[src/rtl/vga_pkg.sv]
// Shared 640x480@60 timing constants and the lock-state encoding for the VGA timing recovery block.
package vga_pkg;

    localparam int VGA_CNT_W    = 10;

    localparam int VGA_H_TOTAL  = 800;
    localparam int VGA_V_TOTAL  = 525;
    localparam int VGA_H_SYNC   = 96;
    localparam int VGA_H_BACK   = 48;
    localparam int VGA_V_SYNC   = 2;
    localparam int VGA_V_BACK   = 33;
    localparam int VGA_H_ACTIVE = 640;
    localparam int VGA_V_ACTIVE = 480;

    typedef enum logic [1:0] {
        LOCK_SEARCH = 2'd0,
        LOCK_VERIFY = 2'd1,
        LOCK_LOCKED = 2'd2
    } lock_state_e;

endpackage

[src/rtl/vga_timing_recovery_if.sv]
// Sync inputs and recovered timing outputs of vga_timing_recovery.
interface vga_timing_recovery_if;
    import vga_pkg::*;

    logic                 hsync;
    logic                 vsync;
    logic [VGA_CNT_W-1:0] x;
    logic [VGA_CNT_W-1:0] y;
    logic                 active;
    logic [VGA_CNT_W-1:0] h_total;
    logic [VGA_CNT_W-1:0] v_total;
    logic                 locked;
    logic                 sync_error;

    modport master (
        output hsync, vsync,
        input  x, y, active, h_total, v_total, locked, sync_error
    );

    modport slave (
        input  hsync, vsync,
        output x, y, active, h_total, v_total, locked, sync_error
    );
endinterface

[src/rtl/sync_edge_detect.sv]
// Registers one sync input and flags its leading (to SYNC_POL) and trailing (away from SYNC_POL) edges.
module sync_edge_detect #(
    parameter bit SYNC_POL = 1'b0
) (
    input  logic clk,
    input  logic reset,
    input  logic sync_in,
    output logic lead,
    output logic trail
);
    logic sync_p0;

    always_ff @(posedge clk or posedge reset) begin
        if (reset) sync_p0 <= ~SYNC_POL;
        else       sync_p0 <= sync_in;
    end

    // Edges compare the live input with last cycle's sample, so they act on the current sample.
    assign lead  = (sync_in == SYNC_POL) && (sync_p0 != SYNC_POL);
    assign trail = (sync_in != SYNC_POL) && (sync_p0 == SYNC_POL);
endmodule

[src/rtl/vga_timing_recovery.sv]
// Recovers pixel/line position, measured periods and lock status from a free-running hsync/vsync pair.
module vga_timing_recovery
    import vga_pkg::*;
#(
    parameter int H_TOTAL     = VGA_H_TOTAL,
    parameter int V_TOTAL     = VGA_V_TOTAL,
    parameter int H_BACK      = VGA_H_BACK,
    parameter int H_ACTIVE    = VGA_H_ACTIVE,
    parameter int V_BACK      = VGA_V_BACK,
    parameter int V_ACTIVE    = VGA_V_ACTIVE,
    parameter bit SYNC_POL    = 1'b0,
    parameter int LOCK_FRAMES = 2
) (
    input  logic                 clk,
    input  logic                 reset,
    vga_timing_recovery_if.slave vif
);
    localparam logic [1:0]  SEARCH = LOCK_SEARCH;
    localparam logic [1:0]  VERIFY = LOCK_VERIFY;
    localparam logic [1:0]  LOCKED = LOCK_LOCKED;

    localparam logic [9:0]  CNT_MAX = 10'h3FF;
    localparam logic [9:0]  H_TOT   = 10'(H_TOTAL);
    localparam logic [9:0]  V_TOT   = 10'(V_TOTAL);
    localparam logic [10:0] H_LO    = 11'(H_BACK);
    localparam logic [10:0] H_HI    = 11'(H_BACK + H_ACTIVE);
    localparam logic [10:0] V_LO    = 11'(V_BACK);
    localparam logic [10:0] V_HI    = 11'(V_BACK + V_ACTIVE);
    localparam logic [7:0]  LOCK_N  = 8'(LOCK_FRAMES);

    function automatic logic [9:0] sat_inc(input logic [9:0] v);
        return (v == CNT_MAX) ? v : v + 10'd1;
    endfunction

    logic       h_lead, h_trail, v_lead, v_trail;
    logic [9:0] h_cnt, h_per, v_cnt, v_per;
    logic [9:0] h_total_r, v_total_r;
    logic       v_pend;
    logic [1:0] state;
    logic [7:0] match_cnt;
    logic       frame_ok;
    logic       sync_err_r;

    sync_edge_detect #(.SYNC_POL(SYNC_POL)) u_hsync (
        .clk(clk), .reset(reset), .sync_in(vif.hsync), .lead(h_lead), .trail(h_trail)
    );
    sync_edge_detect #(.SYNC_POL(SYNC_POL)) u_vsync (
        .clk(clk), .reset(reset), .sync_in(vif.vsync), .lead(v_lead), .trail(v_trail)
    );

    logic [9:0] h_per_nxt;
    logic [9:0] v_lines;
    logic       line_bad;

    assign h_per_nxt = h_lead ? '0 : sat_inc(h_per);
    // A line whose hsync leading edge coincides with vsync still belongs to the frame being closed.
    assign v_lines   = h_lead ? sat_inc(v_per) : v_per;
    assign line_bad  = h_lead && (sat_inc(h_per) != H_TOT);

    always_ff @(posedge clk or posedge reset) begin
        if (reset) begin
            h_cnt     <= '0;
            h_per     <= '0;
            v_cnt     <= '0;
            v_per     <= '0;
            v_pend    <= 1'b0;
            h_total_r <= '0;
            v_total_r <= '0;
        end else begin
            h_cnt  <= h_trail ? '0 : sat_inc(h_cnt);
            h_per  <= h_per_nxt;
            if (h_lead) h_total_r <= sat_inc(h_per);
            if (h_trail) v_cnt <= v_pend ? '0 : sat_inc(v_cnt);
            v_pend <= v_trail | (v_pend & ~h_trail);
            v_per  <= v_lead ? '0 : v_lines;
            if (v_lead) v_total_r <= v_lines;
        end
    end

    always_ff @(posedge clk or posedge reset) begin
        if (reset) begin
            state      <= SEARCH;
            match_cnt  <= '0;
            frame_ok   <= 1'b0;
            sync_err_r <= 1'b0;
        end else begin
            sync_err_r <= 1'b0;
            case (state)
                SEARCH: begin
                    if (v_lead) begin
                        state     <= VERIFY;
                        match_cnt <= '0;
                        frame_ok  <= 1'b1;
                    end
                end
                VERIFY: begin
                    if (v_lead) begin
                        frame_ok <= 1'b1;
                        if (frame_ok && !line_bad && (v_lines == V_TOT)) begin
                            match_cnt <= match_cnt + 8'd1;
                            if (match_cnt + 8'd1 == LOCK_N) state <= LOCKED;
                        end else begin
                            state <= SEARCH;
                        end
                    end else if (line_bad) begin
                        frame_ok <= 1'b0;
                    end
                end
                LOCKED: begin
                    if (line_bad || (v_lead && (v_lines != V_TOT)) || (h_per_nxt == CNT_MAX)) begin
                        state      <= SEARCH;
                        sync_err_r <= 1'b1;
                    end
                end
                default: state <= SEARCH;
            endcase
        end
    end

    logic is_locked, h_win, v_win, act;

    assign is_locked = (state == LOCKED);
    assign h_win     = ({1'b0, h_cnt} >= H_LO) && ({1'b0, h_cnt} < H_HI);
    assign v_win     = ({1'b0, v_cnt} >= V_LO) && ({1'b0, v_cnt} < V_HI);
    assign act       = is_locked && h_win && v_win;

    assign vif.active     = act;
    assign vif.x          = act ? (h_cnt - H_LO[9:0]) : '0;
    assign vif.y          = act ? (v_cnt - V_LO[9:0]) : '0;
    assign vif.h_total    = h_total_r;
    assign vif.v_total    = v_total_r;
    assign vif.locked     = is_locked;
    assign vif.sync_error = sync_err_r;
endmodule

[src/flat_wrapper.sv]
// flat-port wrapper written by rule: the top's interface ports become plain ports
module vga_timing_recovery_flat import vga_pkg::*;
#(
    parameter int H_TOTAL     = VGA_H_TOTAL,
    parameter int V_TOTAL     = VGA_V_TOTAL,
    parameter int H_BACK      = VGA_H_BACK,
    parameter int H_ACTIVE    = VGA_H_ACTIVE,
    parameter int V_BACK      = VGA_V_BACK,
    parameter int V_ACTIVE    = VGA_V_ACTIVE,
    parameter bit SYNC_POL    = 1'b0,
    parameter int LOCK_FRAMES = 2
)
  (clk, reset, vif_hsync, vif_vsync, vif_x, vif_y, vif_active, vif_h_total, vif_v_total, vif_locked, vif_sync_error);
  vga_timing_recovery_if vif_i ();
  input  logic clk;
  input  logic reset;
  input wire logic [$bits(vif_i.hsync)-1:0] vif_hsync;
  input wire logic [$bits(vif_i.vsync)-1:0] vif_vsync;
  output wire logic [$bits(vif_i.x)-1:0] vif_x;
  output wire logic [$bits(vif_i.y)-1:0] vif_y;
  output wire logic [$bits(vif_i.active)-1:0] vif_active;
  output wire logic [$bits(vif_i.h_total)-1:0] vif_h_total;
  output wire logic [$bits(vif_i.v_total)-1:0] vif_v_total;
  output wire logic [$bits(vif_i.locked)-1:0] vif_locked;
  output wire logic [$bits(vif_i.sync_error)-1:0] vif_sync_error;
  assign vif_i.hsync = vif_hsync;
  assign vif_i.vsync = vif_vsync;
  assign vif_x = vif_i.x;
  assign vif_y = vif_i.y;
  assign vif_active = vif_i.active;
  assign vif_h_total = vif_i.h_total;
  assign vif_v_total = vif_i.v_total;
  assign vif_locked = vif_i.locked;
  assign vif_sync_error = vif_i.sync_error;
  vga_timing_recovery #(.H_TOTAL(H_TOTAL), .V_TOTAL(V_TOTAL), .H_BACK(H_BACK), .H_ACTIVE(H_ACTIVE), .V_BACK(V_BACK), .V_ACTIVE(V_ACTIVE), .SYNC_POL(SYNC_POL), .LOCK_FRAMES(LOCK_FRAMES)) u_core (.clk(clk), .reset(reset), .vif(vif_i));
endmodule
[config.mk]
export PLATFORM = sky130hd
export DESIGN_NAME = vga_timing_recovery_flat
export DESIGN_NICKNAME = d
export VERILOG_FILES = /design/src/rtl/vga_pkg.sv /design/src/rtl/vga_timing_recovery_if.sv /design/src/rtl/sync_edge_detect.sv /design/src/rtl/vga_timing_recovery.sv /design/src/flat_wrapper.sv
export SDC_FILE = /design/constraint.sdc
export NUM_CORES = 1
export LEC_CHECK = 0
export BUFFER_PORTS_ARGS = -buffer_cell sky130_fd_sc_hd__buf_2
export CORE_MARGIN = 4
export CORE_UTILIZATION = 32
export CTS_CLUSTER_DIAMETER = 120
export DETAILED_ROUTE_END_ITERATION = 8
export GPL_TIMING_DRIVEN = 0
export MAX_ROUTING_LAYER = met4
export PLACE_DENSITY = 0.61
export SKIP_CTS_REPAIR_TIMING = 1
export SYNTH_ARGS = -nofsm -noshare
export SYNTH_HDL_FRONTEND = slang
export SYNTH_SLANG_ARGS = --single-unit
[constraint.sdc]
create_clock -name clk -period 2.5 [get_ports clk]
set_input_delay 0.125 -clock clk [delete_from_list [all_inputs] [get_ports clk]]
set_output_delay 0.125 -clock clk [all_outputs]
set_load 0.01 [all_outputs]
==> Word level (Yosys, flattened, before mapping) <==
Cells that the tools add are included.
{ "word_totals": {"wordCells": 98, "register_bits": 75, "in_bits": 4} }
{ "classes": {"mux": 27, "bitwise": 7, "eq_ne": 19, "add_sub_neg": 7, "n_reduce_logical": 21, "n_lt_le_gt_ge": 4} }
{ "ops": {"columns": ["cell", "count"], "rows": [
  ["10-bit 2-to-1 mux", 11],
  ["10-bit equality test, second input constant", 6],
  ["10-bit by 1-bit adder with 10-bit output, second input constant", 4],
  ["8-bit 2-to-1 mux", 3],
  ["10-bit by 6-bit >= comparator with 1-bit output, second input constant", 2],
  ["10-bit < comparator, second input constant", 2],
  ["10-bit != test, second input constant", 2],
  ["10-bit by 6-bit subtractor with 10-bit output, second input constant", 2],
  ["8-bit one-hot mux with 2 select lines", 1],
  ["1-bit logical AND", 12],
  ["2-bit 2-to-1 mux", 5],
  ["8-bit by 1-bit adder with 8-bit output, second input constant", 1],
  ["8-bit by 2-bit equality test with 1-bit output, second input constant", 1],
  ["2-bit by 1-bit != test with 1-bit output, second input constant", 4],
  ["4-bit AND reduction", 2],
  ["2-bit one-hot mux with 3 select lines", 1],
  ["1-bit 2-to-1 mux", 5],
  ["1-bit inverter", 5],
  ["2-bit != test, second input constant", 2],
  ["3-bit by 1-bit != test with 1-bit output, second input constant", 1],
  ["3-bit != test, second input constant", 1],
  ["3-bit AND reduction", 1],
  ["2-bit by 1-bit equality test with 1-bit output, second input constant", 1],
  ["2-bit equality test, second input constant", 1],
  ["other kinds (8)", 9]
]} }

==> Depth between registers and ports, before layout <==
Gate-level depths: netlist of the first run.
{ "logic_depth": {"ltp_word": 10, "ltp_mapped": 9, "depth_no_buf": 8} }

==> Hierarchy <==
From an unflattened synthesis of the first run, not the netlist that was laid out.
{ "unflattened": {"cells_unflattened": 484, "area_unflattened_um2": 4374.2} }
{ "by_module_without_submodules": {"columns": ["mod", "area_each_um2", "cells_per_inst", "seq_area_each_um2", "instances"], "rows": [
  ["vga_timing_recovery", 4284.1, 476, 1826.8, 1],
  ["sync_edge_detect", 45.0, 4, 26.3, 2]
]} }

==> Least setup slack after synthesis of the first run <==
OpenSTA, ideal clock, no wires.
{ "synth_path": {"kind": "register to register", "from": "register u_core.u_hsync.sync_p0", "to": "register u_core.match_cnt[7]", "stages_incl_launch_ff": 9, "synth_period_minus_slack_ns": 2.479, "slack_ns": 0.021, "t_arrival_ns": 2.385, "required_time_ns": 2.406, "setup_ns": 0.094, "path_cell_list": "dfstp_2 > nand2b_1 > buf_6 > nor4_1 > mux2i_1 > nor4b_4 > nand2_2 > or4_1 > a211oi_1"} }
{ "synth_via": {"elab_chain_len": 7} }
{ "synth_lines": {"columns": ["item", "line", "source"], "rows": [
  ["start, declared", "sync_edge_detect.sv:11", "logic sync_p0;"],
  ["start signal, assigned", "sync_edge_detect.sv:14", "if (reset) sync_p0 <= ~SYNC_POL;"],
  ["start signal, assigned", "sync_edge_detect.sv:15", "else sync_p0 <= sync_in;"],
  ["1-bit logical AND *", "sync_edge_detect.sv:19", "assign lead = (sync_in == SYNC_POL) && (sync_p0 != SYNC_POL);"],
  ["parallel branches: the longest is 3 deep, another holds 10-bit 2-to-1 mux", null, null],
  ["1-bit logical AND *", "vga_timing_recovery.sv:99", "if (frame_ok && !line_bad && (v_lines == V_TOT)) begin"],
  ["2-bit by 1-bit != test with 1-bit output (no line) *", null, null],
  ["4-bit AND reduction (no line) *", null, null],
  ["end signal, assigned", "vga_timing_recovery.sv:100", "match_cnt <= match_cnt + 8'd1;"],
  ["end, declared", "vga_timing_recovery.sv:40", "logic [7:0] match_cnt;"]
]} }
Every way passes the cells marked *.
A chain may end at the register's enable or synchronous reset.

==> Final worst setup path of the first run <==
{ "layout_path": {"from": "register u_core.v_per[6]", "to": "register u_core.match_cnt[2]"} }
{ "layout_via": {"elab_chain_len": 7} }
{ "layout_lines": {"columns": ["item", "line", "source"], "rows": [
  ["start, declared", "vga_timing_recovery.sv:36", "logic [9:0] h_cnt, h_per, v_cnt, v_per;"],
  ["start signal, assigned", "vga_timing_recovery.sv:75", "v_per <= v_lead ? '0 : v_lines;"],
  ["10-bit by 1-bit adder with 10-bit output or 10-bit equality test (tied branches)", "vga_timing_recovery.sv:32", "return (v == CNT_MAX) ? v : v + 10'd1;"],
  ["10-bit 2-to-1 mux", "vga_timing_recovery.sv:32", null],
  ["10-bit 2-to-1 mux *", "vga_timing_recovery.sv:57", "assign v_lines = h_lead ? sat_inc(v_per) : v_per;"],
  ["10-bit equality test *", "vga_timing_recovery.sv:99", null],
  ["1-bit logical AND *", "vga_timing_recovery.sv:99", null],
  ["2-bit by 1-bit != test with 1-bit output (no line) *", null, null],
  ["4-bit AND reduction (no line) *", null, null]
]} }
Every way passes the cells marked *; elsewhere a longest branch is shown, timed or not.

==> summary.txt, run 1 <==
Place
  – Post-DP HPWL: 7.054 mm
  – Routability-driven placement congestion ratio: 0.8490
  – I/O Buffers: 46
  – Place WS: -0.5641 ns
  – Dpl cells: 716

Critical path
  – Crit path DAT: 2.67 ns
  – Worst EP required: 2.70 ns
  – CP endpoint kind: flip-flop
  – Crit path buf inv count: 4
  – Slowest CP cell: nor4b_4
  – Cell Chain, Critical Path: buf_6, nand4_1, buf_4, nor4_4, mux2i_4, nor4b_4, nand2_4, buf_6, buf_6, o311ai_2, o211ai_1
  – CP max FO: 6
  – Crit path top cell by count: buf_6
  – Slowest stage delay, CP: 0.39 ns
  – CP top delay family: simple AND/OR/NAND/NOR gates
  – Crit path kind: flip-flop to flip-flop
  – Startpoint types: flip-flop

Routing
  – Detail Route Antenna Nets: 0
  – Drt first pass iters: 4
  – Wirelength per Cell: 13.88 µm
  – Vias post-DR: 3,852
  – First DRT Iteration DRCs: 206
  – DRC viols: 0
  – Vias per inst: 5.082
  – Drt total wl: 10.52 mm

Clock network
  – Clock Path Buffers: 2
  – Depth of the CTS H-tree: 3
  – Clk Latency, worst-skew pair: 0.34 ns
  – CTS root buffer: clkbuf_16
  – CTS tree: yes
  – Num CTS Buffers: 9
  – Clock-pin transition on the worst setup and hold timing paths: 0.06 ns
  – Clock Sinks: 75

Finish
  – Ant. Diodes: 0
  – Nets: 595
  – Fillers: 1,253
  – Share of layout cells above drive strength 1: 24.23%
  – Final instance count without filler cells: 758
  – Area of the multi-input gates: 2389 µm²
  – Storage cell area: 1889 µm²
  – Area delta synth->final: 29.51%

Synth
  – Synth unique cells: 55
  – Mux share of post-synthesis cell area: 1.879%
  – Synth Register Bits: 75
  – Syn Nets: 511
  – XOR/XNOR Fraction of Synth Area: 4.727%
  – Largest family of logic cells by synthesized area: simple AND/OR/NAND/NOR gates
  – Post-Synth Adder-Cell Area: 2.936%
  – Post-synth ARST share: 100.0%
  – Predominant post-synthesis flop cell: dfrtp_1
  – Post-Synth Simple-Gate Area: 27.51%
  – Mapped Cells: 497
  – Synth Warn #: 0
  – Synth Cell Area: 4262 µm²
  – Sequential cell area fraction in the yosys report: 44.10%
  – Number of enable flip-flop cells after synthesis: 0
  – Syn Area/Cell: 8.575 µm²
  – Area fraction in compound gates after synthesis: 15.00%

Job
  – Max cap viols: 0

Global routing
  – Largest net degree at the start of global routing: 71
  – First-pass GRT wire length: 16.98 mm
  – Overall Global Routing Usage: 14.32%
  – Vias in the first global route: 3,589
  – Grt total ovfl: 0
  – Initial antenna violation count: 0

Floorplan
  – Initial Util: 33.23%
  – Height of the die: 123.4 µm
  – # rows: 41
  – Chip width: 123.4 µm
  – IO Count: 47
  – Die area: 15,230 µm²
  – Core ar.: 12,820 µm²

Timing
  – # setup viols final: 0
  – Worst slew margin: 63.11%
  – Final Critical Period: 2.470 ns
  – Worst-margin pin slew: 0.5394 ns
  – Max Freq: 0.4049 GHz
  – Post-route setup slack: 0.03043 ns
  – RSZ-0062 raised after global routing: yes
  – Fin crit share: 98.78%
  – Hold violation count in the final report: 0
  – Final Skew: 0.005497 ns
  – Slew Viols, Final: 0

Power
  – Total power: 0.003628 W
  – PwrDens: 657.4 nW/µm²
  – Peak supply drop: 0.0003353 V
  – Pleak: 2.559 nW

Outcome
  – Run status: complete, no violations

Min path
  – Hold WC Path Type: input port to async pin
[cell families (layout without fill, tap and decap cells)]
family	Yosys count	after routing
simple gates	239	239
compound gates	102	102
flops	75	75
buf+inv	40	129
xor+xnor	23	23
fa+ha+maj	10	10
mux	8	8
[synth_stat cells (all sizes together), types with 7 or more instances]
library cell  instances  area, µm²
a21oi                25      125.1
and2                 12      75.07
and3                 10      62.56
clkbuf               21      81.33
dfrtp                73       1827
ha                   10      125.1
inv                  16      60.06
mux2i                 8      80.08
nand2                75      284.0
nand3                22      110.1
nand4                 9      56.30
nor2                 57      214.0
nor3                 16      85.08
nor4                  7      43.79
o211ai                8      60.06
o21ai                34      170.2
xnor2                14      122.6
xor2                  9      78.83
[final timing paths]
path / depth (start not counted) / start / to / slack, ns
worst max-delay path: 11 / u_core.v_per[6]$_DFF_PP0_ / u_core.match_cnt[2]$_DFFE_PP0P_ / 0.03
worst min-delay path: 3 / reset / u_core.h_cnt[2]$_DFFE_PP0P_ / 0.22
worst max register to register: 11 / u_core.v_per[6]$_DFF_PP0_ / u_core.match_cnt[2]$_DFFE_PP0P_ / 0.03
worst min register to register: 2 / u_core.vif.h_total[4]$_DFFE_PP0N_ / u_core.vif.h_total[4]$_DFFE_PP0N_ / 0.48
max in group asynchronous: 4 / reset / u_core.h_per[0]$_DFF_PP0_ / 1.70
min in group clk: 2 / vif_vsync / u_core.u_vsync.sync_p0$_DFF_PP1_ / 0.46
[cell type report]
cell class	count	share of cell area, %
inverters	16	1.134
well taps	172	3.899
repair buffers	76	8.955
clock buffers	12	4.829
multi-input cells	382	43.28
flip-flops and latches	75	34.23
clock inverters	4	1.723
plain buffers	21	1.950
[report_power, final]
group | leakage (nW) | internal (W) | total, W | switching (W)
registers | 0.996 | 0.00134 | 0.00149 | 0.000151
clock network | 0.179 | 0.00105 | 0.00155 | 0.000491
logic | 1.38 | 0.000257 | 0.000595 | 0.000338
total | 2.56 | 0.00265 | 0.00363 | 0.000980
[layer usage]
metal | vias to the layer above | track usage, % | wire, µm
met5 | - | - | 0
met4 | 0 | 5.813 | 199
met3 | 16 | 2.562 | 283
met2 | 64 | 22.26 | 5159
met1 | 1854 | 18.54 | 4875
li1 | 1918 | - | -
[worst register-to-register path: stages, from the launching register on]
cell	delay, ns
dfrtp_1	0.33
buf_6	0.11
nand4_1	0.18
buf_4	0.21
nor4_4	0.33
mux2i_4	0.12
nor4b_4	0.39
nand2_4	0.09
buf_6	0.15
buf_6	0.11
o311ai_2	0.21
o211ai_1	0.12
[flip-flops by register name (all words and copies together) (netlist names)]
name                    flops
u_core.h_cnt               10
u_core.h_per               10
u_core.v_cnt               10
u_core.v_per               10
u_core.vif.h_total         10
u_core.vif.v_total         10
u_core.match_cnt            8
u_core.state                2
u_core.frame_ok             1
u_core.u_hsync.sync_p0      1
u_core.u_vsync.sync_p0      1
u_core.v_pend               1
u_core.vif.sync_error       1
[per-stage QoR]
step | TNS, ns | util (%) | hold slack, ns | area (µm²)
floorplan | 0 | - | 0.1295 | 4262
global placement | -36.99 | 36.70 | 0.2547 | 4707
detailed placement | -5.053 | 36.94 | 0.01898 | 4737
CTS | -11.07 | 39.76 | -0.3424 | 5099
global route | -0.5589 | 43.03 | 0.2172 | 5519
finish | 0 | 43.03 | 0.2152 | 5519
[placed cells by master, fill, tap and decap left out, types with 5 or more instances in the layout]
| master | n |
|---|---|
| o21ai_0 | 30 |
| and3_1 | 9 |
| inv_1 | 12 |
| dfrtp_1 | 65 |
| a21oi_1 | 25 |
| clkbuf_16 | 9 |
| buf_4 | 24 |
| a21o_1 | 5 |
| dfrtp_2 | 8 |
| nand3_1 | 21 |
| o211ai_1 | 8 |
| nand4_1 | 9 |
| clkbuf_1 | 14 |
| nor3_1 | 14 |
| xor2_1 | 9 |
| ha_1 | 7 |
| nand2_1 | 73 |
| buf_2 | 48 |
| buf_6 | 6 |
| xnor2_1 | 14 |
| nor2_1 | 56 |
| and2_1 | 11 |
| nor4_1 | 5 |
(Power assumes the default switching activity.)
==> run 2, diff against run 1 <==
--- a/config.mk
+++ b/config.mk
@@ -12,8 +12,9 @@
 export DETAILED_ROUTE_END_ITERATION = 8
 export GPL_TIMING_DRIVEN = 0
 export MAX_ROUTING_LAYER = met4
-export PLACE_DENSITY = 0.61
+export PLACE_DENSITY = 0.6
 export SKIP_CTS_REPAIR_TIMING = 1
 export SYNTH_ARGS = -nofsm -noshare
 export SYNTH_HDL_FRONTEND = slang
+export SYNTH_HIERARCHICAL = 1
 export SYNTH_SLANG_ARGS = --single-unit
==> summary.txt, run 2 <==
Critical path
  – Slowest stage delay, CP: 0.52 ns (+0.13 ns)
  – R2R setup slack: -0.26 ns (-0.29 ns)
  – Slowest CP cell: o41a_1
  – CP endpoint kind: flip-flop
  – Crit path kind: flip-flop to flip-flop
  – Worst R2R End: u_core/match_cnt[3]$_DFFE_PP0P_
  – Crit path DAT: 3.03 ns (+0.36 ns)
  – Origin of the worst setup path: u_core/h_per[1]$_DFF_PP0_
  – Worst EP required: 2.77 ns (+0.07 ns)
  – Cell Chain, Critical Path: ha_4, nand2_1, o21ai_1, mux2i_1, nand3b_4, o41a_1, nor4_4, buf_4, and4bb_1, a211o_1
  – CP max FO: 6 (unchanged)
  – Worst r2r src: u_core/h_per[1]$_DFF_PP0_
  – Startpoint types: flip-flop
  – Reg2Reg Depth: 10 (-1)

Finish
  – Final instance count without filler cells: 747 (-1.5%)
  – Share of layout cells above drive strength 1: 28.37% (+4.1 points)
  – Nets: 580 (-2.5%)
  – Ant. Diodes: 0 (unchanged)
  – Storage cell area: 1887 µm² (-0.13%)
  – Fillers: 1,270 (+1.4%)
  – Area delta synth->final: 29.00%
  – Area of the multi-input gates: 2559 µm² (+7.1%)
  – Final instance area: 5643 µm² (+2.2%)
  – Commonest cells after routing, fill and taps aside: dfrtp_1, nor2_1, buf_2
  – Commonest non-fill, non-tap cell in the layout: dfrtp_1

Place
  – Place WS: -0.5122 ns (+0.05187 ns)
  – Dpl cells: 707 (-1.3%)
  – Routability-driven placement congestion ratio: 0.8433 (-0.67%)
  – I/O Buffers: 46 (unchanged)
  – Area after DPL: 4916 µm² (+3.8%)
  – Post-DP HPWL: 7.428 mm (+5.3%)

Timing
  – Fin crit share: 110.2% (+11 points)
  – Slew Viols, Final: 0 (unchanged)
  – Final Skew: 0.005669 ns (+0.0001716 ns)
  – Worst hold margin: 0.2471 ns (+0.03191 ns)
  – # setup viols final: 30 (+30)
  – Worst-margin pin slew: 0.6102 ns (+0.07073 ns)
  – Hold violation count in the final report: 0 (unchanged)
  – RSZ-0062 raised after global routing: yes
  – Final Critical Period: 2.755 ns (+0.2856 ns)
  – Post-route setup slack: -0.2551 ns (-0.2856 ns)
  – Worst slew margin: 59.32% (-3.8 points)
  – Max Freq: 0.3630 GHz (-10%)

Global routing
  – First-pass GRT wire length: 17.50 mm (+3.1%)
  – Overall Global Routing Usage: 13.67% (-0.65 points)
  – Vias in the first global route: 3,612 (+0.64%)
  – Largest net degree at the start of global routing: 40 (-44%)
  – Grt total ovfl: 0 (unchanged)
  – Initial antenna violation count: 0 (unchanged)

Outcome
  – Run status: finished with violations
  – Violations in the final reports: negative setup slack

Power
  – Net Sw Power: 0.001010 W (+3.0%)
  – Int Pwr: 0.002514 W (-5.1%)
  – Logic pwr share: 19.0% (+2.6 points)
  – Peak supply drop: 0.0003619 V (+7.9%)
  – Share of power burned in registers: 42.2% (+1.2 points)
  – Pleak: 2.520 nW (-1.5%)
  – Clk pwr share: 38.8% (-3.8 points)
  – Sw frac: 28.66% (+1.6 points)
  – PwrDens: 624.5 nW/µm² (-5.0%)

Synth
  – Syn Nets: 498 (-2.5%)
  – Synth unique cells: 60 (+9.1%)
  – Predominant post-synthesis flop cell: dfrtp_1
  – Count leader, synth: dfrtp_1
  – Post-synth ARST share: 100.0% (unchanged)
  – Number of enable flip-flop cells after synthesis: 0 (unchanged)
  – Syn Area/Cell: 9.038 µm² (+5.4%)
  – Sequential cell area fraction in the yosys report: 42.96% (-1.1 points)
  – Synth Cell Area: 4374 µm² (+2.6%)
  – Synth Register Bits: 75 (unchanged)
  – Mapped Cells: 484 (-2.6%)
  – Synth area leaders: dfrtp_1, nor2_1, a21oi_1, nand2_1, o21ai_0
  – Share of the synthesized area in the top cell type: 41.76% (-1.1 points)
  – Synth area leader: dfrtp_1
  – Post-synth top cells: dfrtp_1, nor2_1, nand2_1
  – Synth Warn #: 6 (+6)

Min path
  – Hold depth: 3
  – Hold WC Path Type: input port to flip-flop
  – End of the worst hold path: u_core/h_cnt[9]$_DFFE_PP0P_
  – Hold Crit Start: vif_hsync

Routing
  – Vias post-DR: 3,837 (-0.39%)
  – DRC viols: 0 (unchanged)
  – Drt total wl: 10.51 mm (about the same)
  – Wirelength per Cell: 14.07 µm (+1.4%)
  – Drt first pass iters: 4 (unchanged)
  – First DRT Iteration DRCs: 220 (+6.8%)
  – Vias per inst: 5.137 (+1.1%)
  – Detail Route Antenna Nets: 0 (unchanged)

Clock network
  – Clock Path Buffers: 2 (unchanged)
  – Num CTS Buffers: 9 (unchanged)
  – CTS tree: yes
  – Clk Latency, worst-skew pair: 0.34 ns (about the same)
  – CTS root buffer: clkbuf_16
  – Clock-pin transition on the worst setup and hold timing paths: 0.06 ns (about the same)
  – Clock Sinks: 75 (unchanged)
  – Depth of the CTS H-tree: 3 (unchanged)

Floorplan
  – Die area: 15,600 µm² (+2.5%)
  – IO Count: 47 (unchanged)
  – # rows: 42 (+2.4%)
  – Core ar.: 13,300 µm² (+3.7%)
  – Chip width: 124.9 µm (+1.2%)
  – Initial Util: 32.90% (-0.33 points)
  – Height of the die: 124.9 µm (+1.2%)

Job
  – Max cap viols: 0 (unchanged)
==> run 2: cell types whose count changed after synthesis, sizes merged, moves of 6 or more <==
| cell | change |
|---|---|
| buf | +6 |
| mux2 | +12 |
| a31oi | +8 |
| and2 | -8 |
| inv | +9 |
| nand2 | -38 |
| nor2b | +6 |
==> run 2: logic make-up after synthesis <==
kind of cell | count (synthesis) | synth area share (%)
and+or+nand+nor | 202 | 25.06
AOI/OAI and AO/OA | 101 | 14.42
DFF | 75 | 42.96
buffers and inverters | 50 | 4.491
xor gates and xnor gates | 23 | 4.605
muxes | 23 | 5.607
adders and majority gates | 10 | 2.860
==> run 2: through the flow <==
stage,total power (W),util (%),setup TNS [ns]
final,0.003524,42.44,-2.544
after global routing,0.003719,42.44,-6.643
after CTS,0.003461,39.36,-17.64
after detailed placement,0.002070,36.98,-9.544
after global placement,0.002045,36.81,-44.10
after floorplan,0.001895,-,-0.1513
==> run 2: area by class of cell <==
type                            count  share of cell area, %
Buffer                             25                  2.239
Clock buffer                        9                  3.991
Clock inverter                      7                  1.619
Inverter                           25                  1.707
Multi-Input combinational cell    359                  45.34
Sequential cell                    75                  33.44
Tap cell                          176                  3.902
Timing Repair Buffer               71                  7.761
==> run 2: power groups by stage <==
stage	registers, W	logic, W	clock network [W]
floorplan	0.00148	0.000410	0
global placement	0.00149	0.000555	0
CTS	0.00148	0.000575	0.00141
finish	0.00149	0.000671	0.00137
global route	0.00151	0.000758	0.00145
detailed placement	0.00150	0.000572	0
==> run 2: per-layer routing <==
metal | part of all wire (%) | up-vias | track usage, %
met3 | 3.1 | 12 | 2.401
met5 | 0 | - | -
li1 | - | 1887 | -
met4 | 1.4 | 0 | 4.911
met1 | 48 | 1868 | 18.26
met2 | 48 | 70 | 20.96
==> run 2: how the worst max path moves through the flow <==
stage | endpoint | slack (ns) | cells past startpoint
after global routing | u_core/match_cnt[7]$_DFFE_PP0P_ | -0.38 | 9
after global placement | u_core/match_cnt[0]$_DFFE_PP0P_ | -0.51 | 9
after floorplan | u_core/match_cnt[7]$_DFFE_PP0P_ | -0.08 | 9
final | u_core/match_cnt[3]$_DFFE_PP0P_ | -0.26 | 10
after detailed placement | u_core/match_cnt[0]$_DFFE_PP0P_ | -0.51 | 9
after CTS | vif_y[7] | -0.70 | 10
==> run 2: worst max-delay path, delay by kind of cell (launching register included) <==
family | cells | cell delay, ns
flip-flops | 1 | 0.42
buffers and inverters | 1 | 0.20
AO/OA/AOI/OAI | 3 | 0.77
AND/OR/NAND/NOR | 4 | 0.98
adder cells (fa/ha/maj) | 1 | 0.19
multiplexers | 1 | 0.13
